### src/rtl/sseg_scan_ctrl.sv
// Four-digit seven-segment scan controller with a double-buffered display image.
// Optional leading-zero blanking is enabled by defining SSEG_LZB_EN.
module sseg_scan_ctrl #(
  parameter int PRESCALE = 100000,
  parameter int DEAD     = 4
) (
  input  logic        clk,
  input  logic        reset_n,
  input  logic        en,
  input  logic        load,
  input  logic [15:0] data,
  input  logic [3:0]  dp_in,
  output logic [3:0]  an,
  output logic [6:0]  seg,
  output logic        dp,
  output logic        pending,
  output logic        frame_tick
);

  localparam int PW = (PRESCALE > 2) ? $clog2(PRESCALE) : 1;
  localparam logic [PW-1:0] P_LAST = PW'(PRESCALE - 1);
  localparam logic [PW-1:0] DEAD_C = PW'(DEAD);

  logic [PW-1:0] pcnt_q, pcnt_d;
  logic [1:0]    dig_q, dig_d;
  logic [15:0]   shadow_q, shadow_d;
  logic [3:0]    shadow_dp_q, shadow_dp_d;
  logic [15:0]   disp_q, disp_d;
  logic [3:0]    disp_dp_q, disp_dp_d;
  logic          pending_q, pending_d;
  logic [3:0]    an_q, an_d;
  logic [6:0]    seg_q, seg_d;
  logic          dp_q, dp_d;
  logic          frame_tick_q, frame_tick_d;

  logic       slot_end, wrap, blank;
  logic [3:0] nib;

  always_comb begin
    pcnt_d      = pcnt_q;
    dig_d       = dig_q;
    shadow_d    = shadow_q;
    shadow_dp_d = shadow_dp_q;
    disp_d      = disp_q;
    disp_dp_d   = disp_dp_q;
    pending_d   = pending_q;

    slot_end = en && (pcnt_q == P_LAST);
    wrap     = slot_end && (dig_q == 2'd3);

    if (!en) begin
      pcnt_d = '0;
      dig_d  = 2'd0;
    end else if (slot_end) begin
      pcnt_d = '0;
      dig_d  = dig_q + 2'd1;
    end else begin
      pcnt_d = pcnt_q + 1'b1;
    end

    // A load coinciding with the frame wrap bypasses the shadow entirely;
    // while the scan is idle, pending data commits one cycle after capture.
    if (load) begin
      shadow_d    = data;
      shadow_dp_d = dp_in;
      if (wrap) begin
        disp_d    = data;
        disp_dp_d = dp_in;
        pending_d = 1'b0;
      end else begin
        pending_d = 1'b1;
      end
    end else if ((wrap || !en) && pending_q) begin
      disp_d    = shadow_q;
      disp_dp_d = shadow_dp_q;
      pending_d = 1'b0;
    end
  end

  always_comb begin
    nib   = 4'h0;
    blank = 1'b0;
    unique case (dig_q)
      2'd0: nib = disp_q[3:0];
      2'd1: nib = disp_q[7:4];
      2'd2: nib = disp_q[11:8];
      2'd3: nib = disp_q[15:12];
      default: nib = 4'h0;
    endcase
`ifdef SSEG_LZB_EN
    unique case (dig_q)
      2'd1: blank = (disp_q[15:4] == 12'h000);
      2'd2: blank = (disp_q[15:8] == 8'h00);
      2'd3: blank = (disp_q[15:12] == 4'h0);
      default: blank = 1'b0;
    endcase
`else
    blank = 1'b0;
`endif

    seg_d = 7'h7F;
    if (!blank) begin
      unique case (nib)
        4'h0: seg_d = 7'b1000000;
        4'h1: seg_d = 7'b1111001;
        4'h2: seg_d = 7'b0100100;
        4'h3: seg_d = 7'b0110000;
        4'h4: seg_d = 7'b0011001;
        4'h5: seg_d = 7'b0010010;
        4'h6: seg_d = 7'b0000010;
        4'h7: seg_d = 7'b1111000;
        4'h8: seg_d = 7'b0000000;
        4'h9: seg_d = 7'b0010000;
        4'hA: seg_d = 7'b0001000;
        4'hB: seg_d = 7'b0000011;
        4'hC: seg_d = 7'b1000110;
        4'hD: seg_d = 7'b0100001;
        4'hE: seg_d = 7'b0000110;
        4'hF: seg_d = 7'b0001110;
        default: seg_d = 7'h7F;
      endcase
    end

    // Dead time at the start of each slot keeps the previous digit from ghosting.
    if (!en || (pcnt_q < DEAD_C)) an_d = 4'hF;
    else                          an_d = ~(4'b0001 << dig_q);

    dp_d         = ~disp_dp_q[dig_q];
    frame_tick_d = wrap;
  end

  always_ff @(posedge clk) begin
    if (!reset_n) begin
      pcnt_q       <= '0;
      dig_q        <= 2'd0;
      shadow_q     <= 16'h0000;
      shadow_dp_q  <= 4'h0;
      disp_q       <= 16'h0000;
      disp_dp_q    <= 4'h0;
      pending_q    <= 1'b0;
      an_q         <= 4'hF;
      seg_q        <= 7'h7F;
      dp_q         <= 1'b1;
      frame_tick_q <= 1'b0;
    end else begin
      pcnt_q       <= pcnt_d;
      dig_q        <= dig_d;
      shadow_q     <= shadow_d;
      shadow_dp_q  <= shadow_dp_d;
      disp_q       <= disp_d;
      disp_dp_q    <= disp_dp_d;
      pending_q    <= pending_d;
      an_q         <= an_d;
      seg_q        <= seg_d;
      dp_q         <= dp_d;
      frame_tick_q <= frame_tick_d;
    end
  end

  assign an         = an_q;
  assign seg        = seg_q;
  assign dp         = dp_q;
  assign pending    = pending_q;
  assign frame_tick = frame_tick_q;

endmodule

### config.mk
export PLATFORM = sky130hd
export DESIGN_NAME = sseg_scan_ctrl
export DESIGN_NICKNAME = d
export VERILOG_FILES = /design/src/rtl/sseg_scan_ctrl.sv
export SDC_FILE = /design/constraint.sdc
export NUM_CORES = 1
export LEC_CHECK = 0
export ABC_CLOCK_PERIOD_IN_PS = 3000
export BUFFER_PORTS_ARGS = -buffer_cell sky130_fd_sc_hd__buf_2
export CELL_PAD_IN_SITES_DETAIL_PLACEMENT = 0
export CELL_PAD_IN_SITES_GLOBAL_PLACEMENT = 2
export CORE_MARGIN = 10
export CORE_UTILIZATION = 30
export CTS_CLUSTER_SIZE = 28
export DETAILED_ROUTE_END_ITERATION = 8
export GPL_ROUTABILITY_DRIVEN = 1
export PLACE_DENSITY = 0.65
export SETUP_SLACK_MARGIN = 0.1
export SLEW_MARGIN = 25
export SYNTH_ARGS = -nofsm -noshare
export SYNTH_HDL_FRONTEND = slang
export SYNTH_SLANG_ARGS = --single-unit
### constraint.sdc
create_clock -name clk -period 3 [get_ports clk]
set_input_delay 0.45 -clock clk [delete_from_list [all_inputs] [get_ports clk]]
set_output_delay 0.45 -clock clk [all_outputs]
set_load 0.02 [all_outputs]
After elaboration in Yosys (flattened, before gate mapping)
Memories as Yosys holds them, arrays and structs flattened. A register that Yosys moved wholly into a read port is not among the register bits. Cells that the tools add are included. W data, S select, Z words.

Flip-flop bits (word level): 66. Latch bits: 0. RAM bits: 0. Bits in read-only memories: 112. Input port bits: 24. Logic and storage cells: 50. Memories: 1.

Memories: (no name shown) (depth 16, width 7, rd ports 1, clocked after memory_dff 1, write ports 0, line 103) `unique case (nib)`.

Add/subtract/negate cells: 2. $mul: 0. Divide/modulo/power cells: 0. Magnitude comparators: 2. Equal/unequal tests: 5. Shift-type cells: 1. Multiplexer cells: 12. Bitwise operators: 4. Reductions and logical operators: 13.

Operators with widths (number): $mux W16 (3); $add A17 B1 Y17 const B (1); $eq A17 B17 Y1 const B (1); $lt A17 B3 Y1 const B (1); $pmux W4 S4 (1); $mux W4 (3); $eq A2 B2 Y1 const B (2); $mux W1 (4); $not A4 Y4 (1); $reduce_and A2 Y1 (2); $shl A1 B2 Y4 const A (1); $logic_and A1 B1 Y1 (3); $lt A2 B3 Y1 const B (1); $not A1 Y1 (3); $reduce_or A3 Y1 (1); $add A2 B1 Y2 const B (1); $bmux W1 S2 (1); $eq A2 B1 Y1 const B (1); $logic_not A1 Y1 (2); $logic_not A2 Y1 (1); $logic_or A1 B1 Y1 (2); $ne A2 B1 Y1 const B (1); $reduce_bool A2 Y1 (1); $reduce_or A2 Y1 (1).

Logic depth before layout (Yosys ltp)
Gate-level depths: netlist (run 1).

Depth in word-level cells: 7. Mapped depth: 9.

Worst setup path before layout (run 1)
Ideal clock, no wire load.

Kind: register -> register. Start: register dig_q[0]. End: register seg_q[0], in the netlist seg[0]. Data arrival time: 1.965 ns. Data required time: 2.872 ns. Slack: 0.907 ns. Cell stages (with the launch flop): 9. Clock period less this slack: 2.093 ns. Cell sequence: dfxtp_1 -> inv_1 -> ha_1 -> a222oi_1 -> mux2i_1 -> ha_1 -> or3_1 -> o221ai_1 -> nand2_1.

Cells in the longest elaborated chain, start to end: 2.

Ends and longest elaborated chain: start, declared (line 25) `logic [1:0] dig_q, dig_d;`; start signal, assigned (line 147) `dig_q <= dig_d;`; $eq A2 B2 Y1 (tied with other cells) (line 83) `unique case (dig_q)`; $pmux W4 S4 (*) (line 83); end, declared (line 32) `logic [6:0] seg_q, seg_d;`.

Every way passes the cells marked *; elsewhere a longest branch is shown, timed or not. A chain may end at the register's enable or synchronous reset.

Final worst setup path (run 1)
Start: register dig_q[0]. End: register seg_q[5], in the netlist seg[5].

The elaborated chain is that of the path after synthesis.

==> flow_metrics.py, run 1 <==
metrics = {
    "outcome": {
        "status": "completed",
    },
    "setup_path": {
        "reg2reg_depth": 8,
        "cp_num_buf_inv": 1,
        "cp-endpoint": "seg[5]$_SDFF_PN1_",
        "crit_family": "adder cells",
        "arrival_ns": 2.52,
        "endpoint_kind": "flop",
        "r2r_start": "dig_q[0]$_SDFFE_PN0P_",
        "crit_path_start": "dig_q[0]$_SDFFE_PN0P_",
        "crit_chain": "inv_1 -> ha_1 -> a222oi_1 -> mux2i_1 -> ha_1 -> mux2_2 -> nand2_1 -> o311ai_0",
        "crit_path_max_fanout": 5,
        "cp_data_required_time_ns": 3.16,
        "setup.worst_path.class": "reg2reg",
        "critPathMaxStageDelay_ns": 0.43,
        "ff2ff_setup_slack_ns": 0.64,
        "crit_path_frequent_cell": "ha_1",
        "critPathSlowestCell": "dfxtp_1",
        "cp.depth": 8,
        "crit_path_start_kind": "flop",
        "reg2reg_to": "seg[5]$_SDFF_PN1_",
    },
    "clock_tree": {
        "clock_path_buffers": 2,
        "ctsRootBufferMaster": "clkbuf_8",
        "insertion_delay_ns": 0.34,
        "path_clk_slew_ns": 0.08,
        "h-tree-depth": 3,
        "cts_resized": 0,
        "cts_buffers": 9,
        "cts_setup_buffers": 0,
        "cts_tree": "done",
        "cts.hold.buffers_added": 0,
        "clock_sinks": 73,
    },
    "placement": {
        "dp_slack_ns": 0.589,
        "portBuffers": 37,
        "place_congestion": 0.737,
        "dp_hpwl_um": 4950,
    },
    "die": {
        "die-area_um2": 15400,
        "coreArea_um2": 10400,
        "die_x_um": 124,
        "die_h_um": 124,
        "core.rowCount": 37,
        "start_util": 0.311,
        "ios": 38,
    },
    "yosys": {
        "synth_cell_types": 42,
        "synth_top_family_by_area": "multiplexers",
        "synthTopCellsByArea": "dfxtp_1, mux2_4, mux2i_1",
        "synth_compound_area_frac": 0.0490,
        "synth-seq-cells": 73,
        "synth-simple-area-share": 0.189,
        "ys_seq_area_frac": 0.451,
        "muxShareOfSynthArea": 0.190,
        "synth_area_um2": 3240,
        "synth_edf_count": 0,
        "synthFlopType": "dfxtp_1",
        "ys_warn_count": 0,
        "yosys.area.top_type": "dfxtp_1",
        "synth-xor-area-share": 0.0459,
        "avgSynthCellArea_um2": 10.6,
        "synth_nets": 340,
        "syn_inst": 306,
        "synthAdderAreaFrac": 0.0386,
        "async_flop_share": 0,
        "yosys.area.top_type_share": 0.451,
    },
    "sta": {
        "fmax_mhz": 425,
        "finalCriticalPeriod_ns": 2.36,
        "rsz0062_at_grt": "no",
        "setup_ws_ns": 0.645,
        "clock_skew_ns": 0.0118,
        "drv_slew": 0,
        "tightestPinTransition_ns": 0.782,
        "setup_viol": 0,
        "tns_ns": 0,
        "min_period_over_period": 0.785,
        "timing.final.hold_violations": 0,
        "max_slew_margin": 0.478,
    },
    "detailed_routing": {
        "routed_wl_um": 7010,
        "dr_total_vias": 2162,
        "firstDrtPassIters": 5,
        "routedWlPerCell_um": 14.6,
        "vias_per_cell": 4.49,
        "drc": 0,
        "drtIter0Drc": 116,
        "ant_nets": 0,
    },
    "layout": {
        "final.fill_count": 1089,
        "num_antenna_cells": 0,
        "drive_gt1_frac": 0.241,
        "final_nets": 374,
        "areaGrowthSynthToFinish_pct": 15.7,
    },
    "grt": {
        "overflow": 0,
        "first_global_vias": 2135,
        "antenna_found_initial": 0,
        "grt_first_pass_wirelength_um": 11400,
        "track_usage": 0.0957,
        "grt_max_degree": 52,
    },
    "power_and_ir_drop": {
        "power_density_nw_per_um2": 529,
        "leakage_nw": 1.58,
        "total_power_mw": 1.99,
        "vdd_drop_max_mv": 0.217,
    },
    "min_path": {
        "hold_class": "in2reg",
    },
    "run": {
        "drv_cap": 0,
    },
}
[worst min-delay path: stages]
cell and delay (ns):
buf_2 0.07, mux2i_1 0.05, nor2b_1 0.14
[stage by stage]
step                 util  hold slack [ns]  instances  area [µm²]
floorplan               -            0.413        306        3240
global placement    0.339            0.423        465        3530
detailed placement  0.339            0.433        465        3530
CTS                 0.360            0.410        481        3750
global route        0.360            0.429        481        3750
finish              0.360            0.414        481        3750
[Yosys cell counts, types with 8 or more instances]
| cell | count |
|---|---|
| and2_1 | 20 |
| clkbuf_1 | 8 |
| dfxtp_1 | 73 |
| ha_1 | 10 |
| inv_1 | 10 |
| mux2_4 | 20 |
| mux2i_1 | 27 |
| nand2_1 | 18 |
| nor2_1 | 26 |
| nor2b_1 | 20 |
| xnor2_1 | 9 |
| xor2_1 | 8 |
[sequential cells by signal, indices dropped and copies added (netlist names)]
signal,cells
shadow_q,16
an,4
disp_q,16
frame_tick,1
dig_q,2
pending,1
shadow_dp_q,4
disp_dp_q,4
pcnt_q,17
seg,7
dp,1
[worst min path at each step]
stage / startpoint / to / slack, ns / cells after the start
after floorplan: pcnt_q[0]$_SDFF_PP0_ / pcnt_q[0]$_SDFF_PP0_ / 0.41 / 1
after global placement: pcnt_q[0]$_SDFF_PP0_ / pcnt_q[0]$_SDFF_PP0_ / 0.42 / 1
after detailed placement: pcnt_q[0]$_SDFF_PP0_ / pcnt_q[0]$_SDFF_PP0_ / 0.43 / 1
after CTS: data[3] / shadow_q[3]$_SDFFE_PN0P_ / 0.41 / 3
after global routing: data[2] / shadow_q[2]$_SDFFE_PN0P_ / 0.43 / 3
final: data[2] / shadow_q[2]$_SDFFE_PN0P_ / 0.41 / 3
[placed cells by master (no fill, tap or decap), types with 2 or more instances in the layout]
cell        n
dfxtp_1    73
buf_2      37
mux2i_1    26
nor2_1     26
nor2b_1    20
and2_1     20
mux2_4     20
nand2_1    18
inv_1      10
ha_1       10
clkbuf_8   10
xnor2_1     9
xor2_1      8
nand3_1     5
a222oi_1    4
o211ai_1    4
and3_1      4
nand4_1     4
and4_1      3
nor4_1      2
mux2_2      2
o221ai_1    2
a21o_1      2
a21oi_1     2
bufinv_16   2
clkinv_2    2
buf_4       2
[per-layer routing]
metal  wire [µm]  track usage
met3         470       0.0290
met5           0            0
met1        3830        0.143
met4         102       0.0410
met2        2610        0.122
[cell type report]
cell class / count / area, µm² / share of cell area
clock buffer: 11 / 141 / 0.0377
clock inverter: 5 / 78.8 / 0.0210
inverter: 10 / 37.5 / 0.0100
multi-input combinational: 207 / 1660 / 0.443
sequential: 73 / 1460 / 0.389
tap: 136 / 170 / 0.0453
timing repair buffer: 39 / 200 / 0.0533
[report_power, final]
part	leakage, nW	internal (mW)	switching (mW)	total, mW
Sequential	0.596	0.998	0.00956	1.01
Combinational	0.867	0.0569	0.0677	0.125
Clock	0.113	0.490	0.364	0.854
Total	1.58	1.54	0.442	1.99
[cells by family (layout without fill, tap and decap cells)]
| family | Yosys count | after routing |
|---|---|---|
| and+or+nand+nor | 110 | 110 |
| DFF | 73 | 73 |
| muxes | 50 | 50 |
| buffers and inverters | 26 | 65 |
| AOI/OAI and AO/OA | 20 | 20 |
| xor gates and xnor gates | 17 | 17 |
| adders and majority gates | 10 | 10 |
Note: power is estimated with default switching activity, not from simulation.
==> run 2: changes to the inputs <==
--- a/config.mk
+++ b/config.mk
@@ -5,7 +5,7 @@
 export SDC_FILE = /design/constraint.sdc
 export NUM_CORES = 1
 export LEC_CHECK = 0
-export ABC_CLOCK_PERIOD_IN_PS = 3000
+export ABC_CLOCK_PERIOD_IN_PS = 2500
 export BUFFER_PORTS_ARGS = -buffer_cell sky130_fd_sc_hd__buf_2
 export CELL_PAD_IN_SITES_DETAIL_PLACEMENT = 0
 export CELL_PAD_IN_SITES_GLOBAL_PLACEMENT = 2
==> constraint.sdc (replaced) <==
create_clock -name clk -period 2.5 [get_ports clk]
set_input_delay 0.375 -clock clk [delete_from_list [all_inputs] [get_ports clk]]
set_output_delay 0.375 -clock clk [all_outputs]
set_load 0.02 [all_outputs]
==> flow_metrics.py, run 2 (synthesis gave the netlist of run 1 again) <==
metrics = {
    "grt": {
        "overflow": 0,
        "track_usage": 0.0947,
        "first_global_vias": 2130,
        "grt_first_pass_wirelength_um": 11500,
        "antenna_found_initial": 0,
        "grt_max_degree": 51,
    },
    "sta": {
        "timing.final.hold_violations": 0,
        "tns_ns": 0,
        "fmax_mhz": 449,
        "setup_viol": 0,
        "rsz0062_at_grt": "yes",
        "hold_slack_ns": 0.341,
        "drv_slew": 0,
        "min_period_over_period": 0.892,
        "clock_skew_ns": 0.0115,
        "finalCriticalPeriod_ns": 2.23,
        "max_slew_margin": 0.448,
        "setup_ws_ns": 0.270,
        "tightestPinTransition_ns": 0.828,
    },
    "clock_tree": {
        "cts.hold.buffers_added": 0,
        "clock_sinks": 73,
        "h-tree-depth": 3,
        "insertion_delay_ns": 0.34,
        "ctsRootBufferMaster": "clkbuf_8",
        "cts_tree": "done",
        "cts_buffers": 9,
        "clock_path_buffers": 2,
        "path_clk_slew_ns": 0.08,
    },
    "setup_path": {
        "critPathSlowestCell": "a21oi_2",
        "crit_path_max_fanout": 12,
        "critPathMaxStageDelay_ns": 0.67,
        "arrival_ns": 2.45,
        "crit_path_start_kind": "flop",
        "crit_family": "compound AO/OA/AOI/OAI gates",
        "crit_chain": "ha_1 -> nand3_1 -> nor3_4 -> a21oi_2 -> buf_12 -> mux2_4",
        "setup.worst_path.class": "reg2reg",
        "cp_data_required_time_ns": 2.72,
        "cp_num_buf_inv": 1,
        "endpoint_kind": "flop",
    },
    "min_path": {
        "hold_class": "in2reg",
    },
    "placement": {
        "place_congestion": 0.737,
        "dp.cells": 469,
        "dp_slack_ns": 0.180,
        "dp_hpwl_um": 4940,
        "portBuffers": 37,
    },
    "layout": {
        "fin_util": 0.366,
        "layout_common_cells": "dfxtp_1, buf_2, nor2_1",
        "drive_gt1_frac": 0.268,
        "largest_reg_flops": 17,
        "reg.largest.list": "pcnt_q: 17 flops, disp_q: 16 flops, shadow_q: 16 flops",
        "areaGrowthSynthToFinish_pct": 17.7,
        "num_antenna_cells": 0,
        "finalNonFillerCells": 487,
        "seqCellArea_um2": 1460,
        "final_common_cell": "dfxtp_1",
        "final.fill_count": 1081,
        "multi_input_area_um2": 1670,
        "final_nets": 380,
        "regMostFlops": "pcnt_q",
    },
    "detailed_routing": {
        "drtIter0Drc": 121,
        "dr_total_vias": 2157,
        "vias_per_cell": 4.43,
        "routedWlPerCell_um": 14.2,
        "drc": 0,
        "ant_nets": 0,
        "firstDrtPassIters": 4,
        "routed_wl_um": 6910,
    },
    "die": {
        "die_h_um": 124,
        "coreArea_um2": 10400,
        "die_x_um": 124,
        "start_util": 0.311,
        "core.rowCount": 37,
        "ios": 38,
        "die-area_um2": 15400,
    },
    "run": {
        "drv_cap": 0,
    },
    "power_and_ir_drop": {
        "power_density_nw_per_um2": 615,
        "leakage_nw": 1.59,
        "vdd_drop_max_mv": 0.294,
    },
    "outcome": {
        "status": "completed",
    },
}
-- run 2: changes by cell type in the layout (fill, tap and decap cells not counted), sizes merged --
cell,change
buf,+6
bufinv,-1
clkbuf,+1
clkinv,-2
clkinvlp,+2
-- run 2: through the flow --
step,instance area (µm²),power (mW)
floorplan,3240,1.34
global placement,3570,1.39
detailed placement,3570,1.39
CTS,3790,2.38
global route,3820,2.46
finish,3820,2.35
-- run 2: final timing paths --
check                             from                       end  slack (ns)  cells after the start
setup reg to reg  pcnt_q[0]$_SDFF_PP0_    disp_q[6]$_SDFFE_PN0P_        0.27                      6
setup / recovery  pcnt_q[0]$_SDFF_PP0_    disp_q[6]$_SDFFE_PN0P_        0.27                      6
hold reg to reg   pcnt_q[0]$_SDFF_PP0_      pcnt_q[0]$_SDFF_PP0_        0.45                      1
hold / removal                 data[2]  shadow_q[2]$_SDFFE_PN0P_        0.34                      3
-- run 2: per-layer routing --
| layer | wire length, µm | track usage | vias up | part of all wire |
|---|---|---|---|---|
| met3 | 445 | 0.0262 | 7 | 0.064 |
| met2 | 2630 | 0.122 | 45 | 0.38 |
| li1 | - | - | 1122 | - |
| met5 | 0 | 0 | - | 0 |
| met4 | 78 | 0.0388 | 0 | 0.011 |
| met1 | 3760 | 0.142 | 983 | 0.54 |
-- run 2: repair_timing --
item | 4_1_cts | 5_1_grt
endpoints found under the setup margin | 0 | 4
endpoints found under the hold margin | 0 | 0
setup buffers | 0 | 2
gates resized for setup | 0 | 5
-- run 2: layout make-up --
cell class	count	share of cell area
inverters	10	0.00984
clock buffers	12	0.0433
repair buffers	45	0.0675
clock inverters	4	0.0131
flip-flops and latches	73	0.383
well taps	136	0.0446
multi-input cells	207	0.438
-- run 2: tightest hold or removal path: cells and delay by family --
kind	cells	cell delay (ns)
AND/OR/NAND/NOR	1	0.13
multiplexers	1	0.05
buffers and inverters	1	0.08
-- run 2: where the power goes --
group	total (mW)	leakage, nW	internal, mW	switching, mW
sequential	1.21	0.596	1.20	0.0117
combinational	0.153	0.894	0.0716	0.0816
clock	0.983	0.105	0.542	0.442
total	2.35	1.59	1.81	0.535
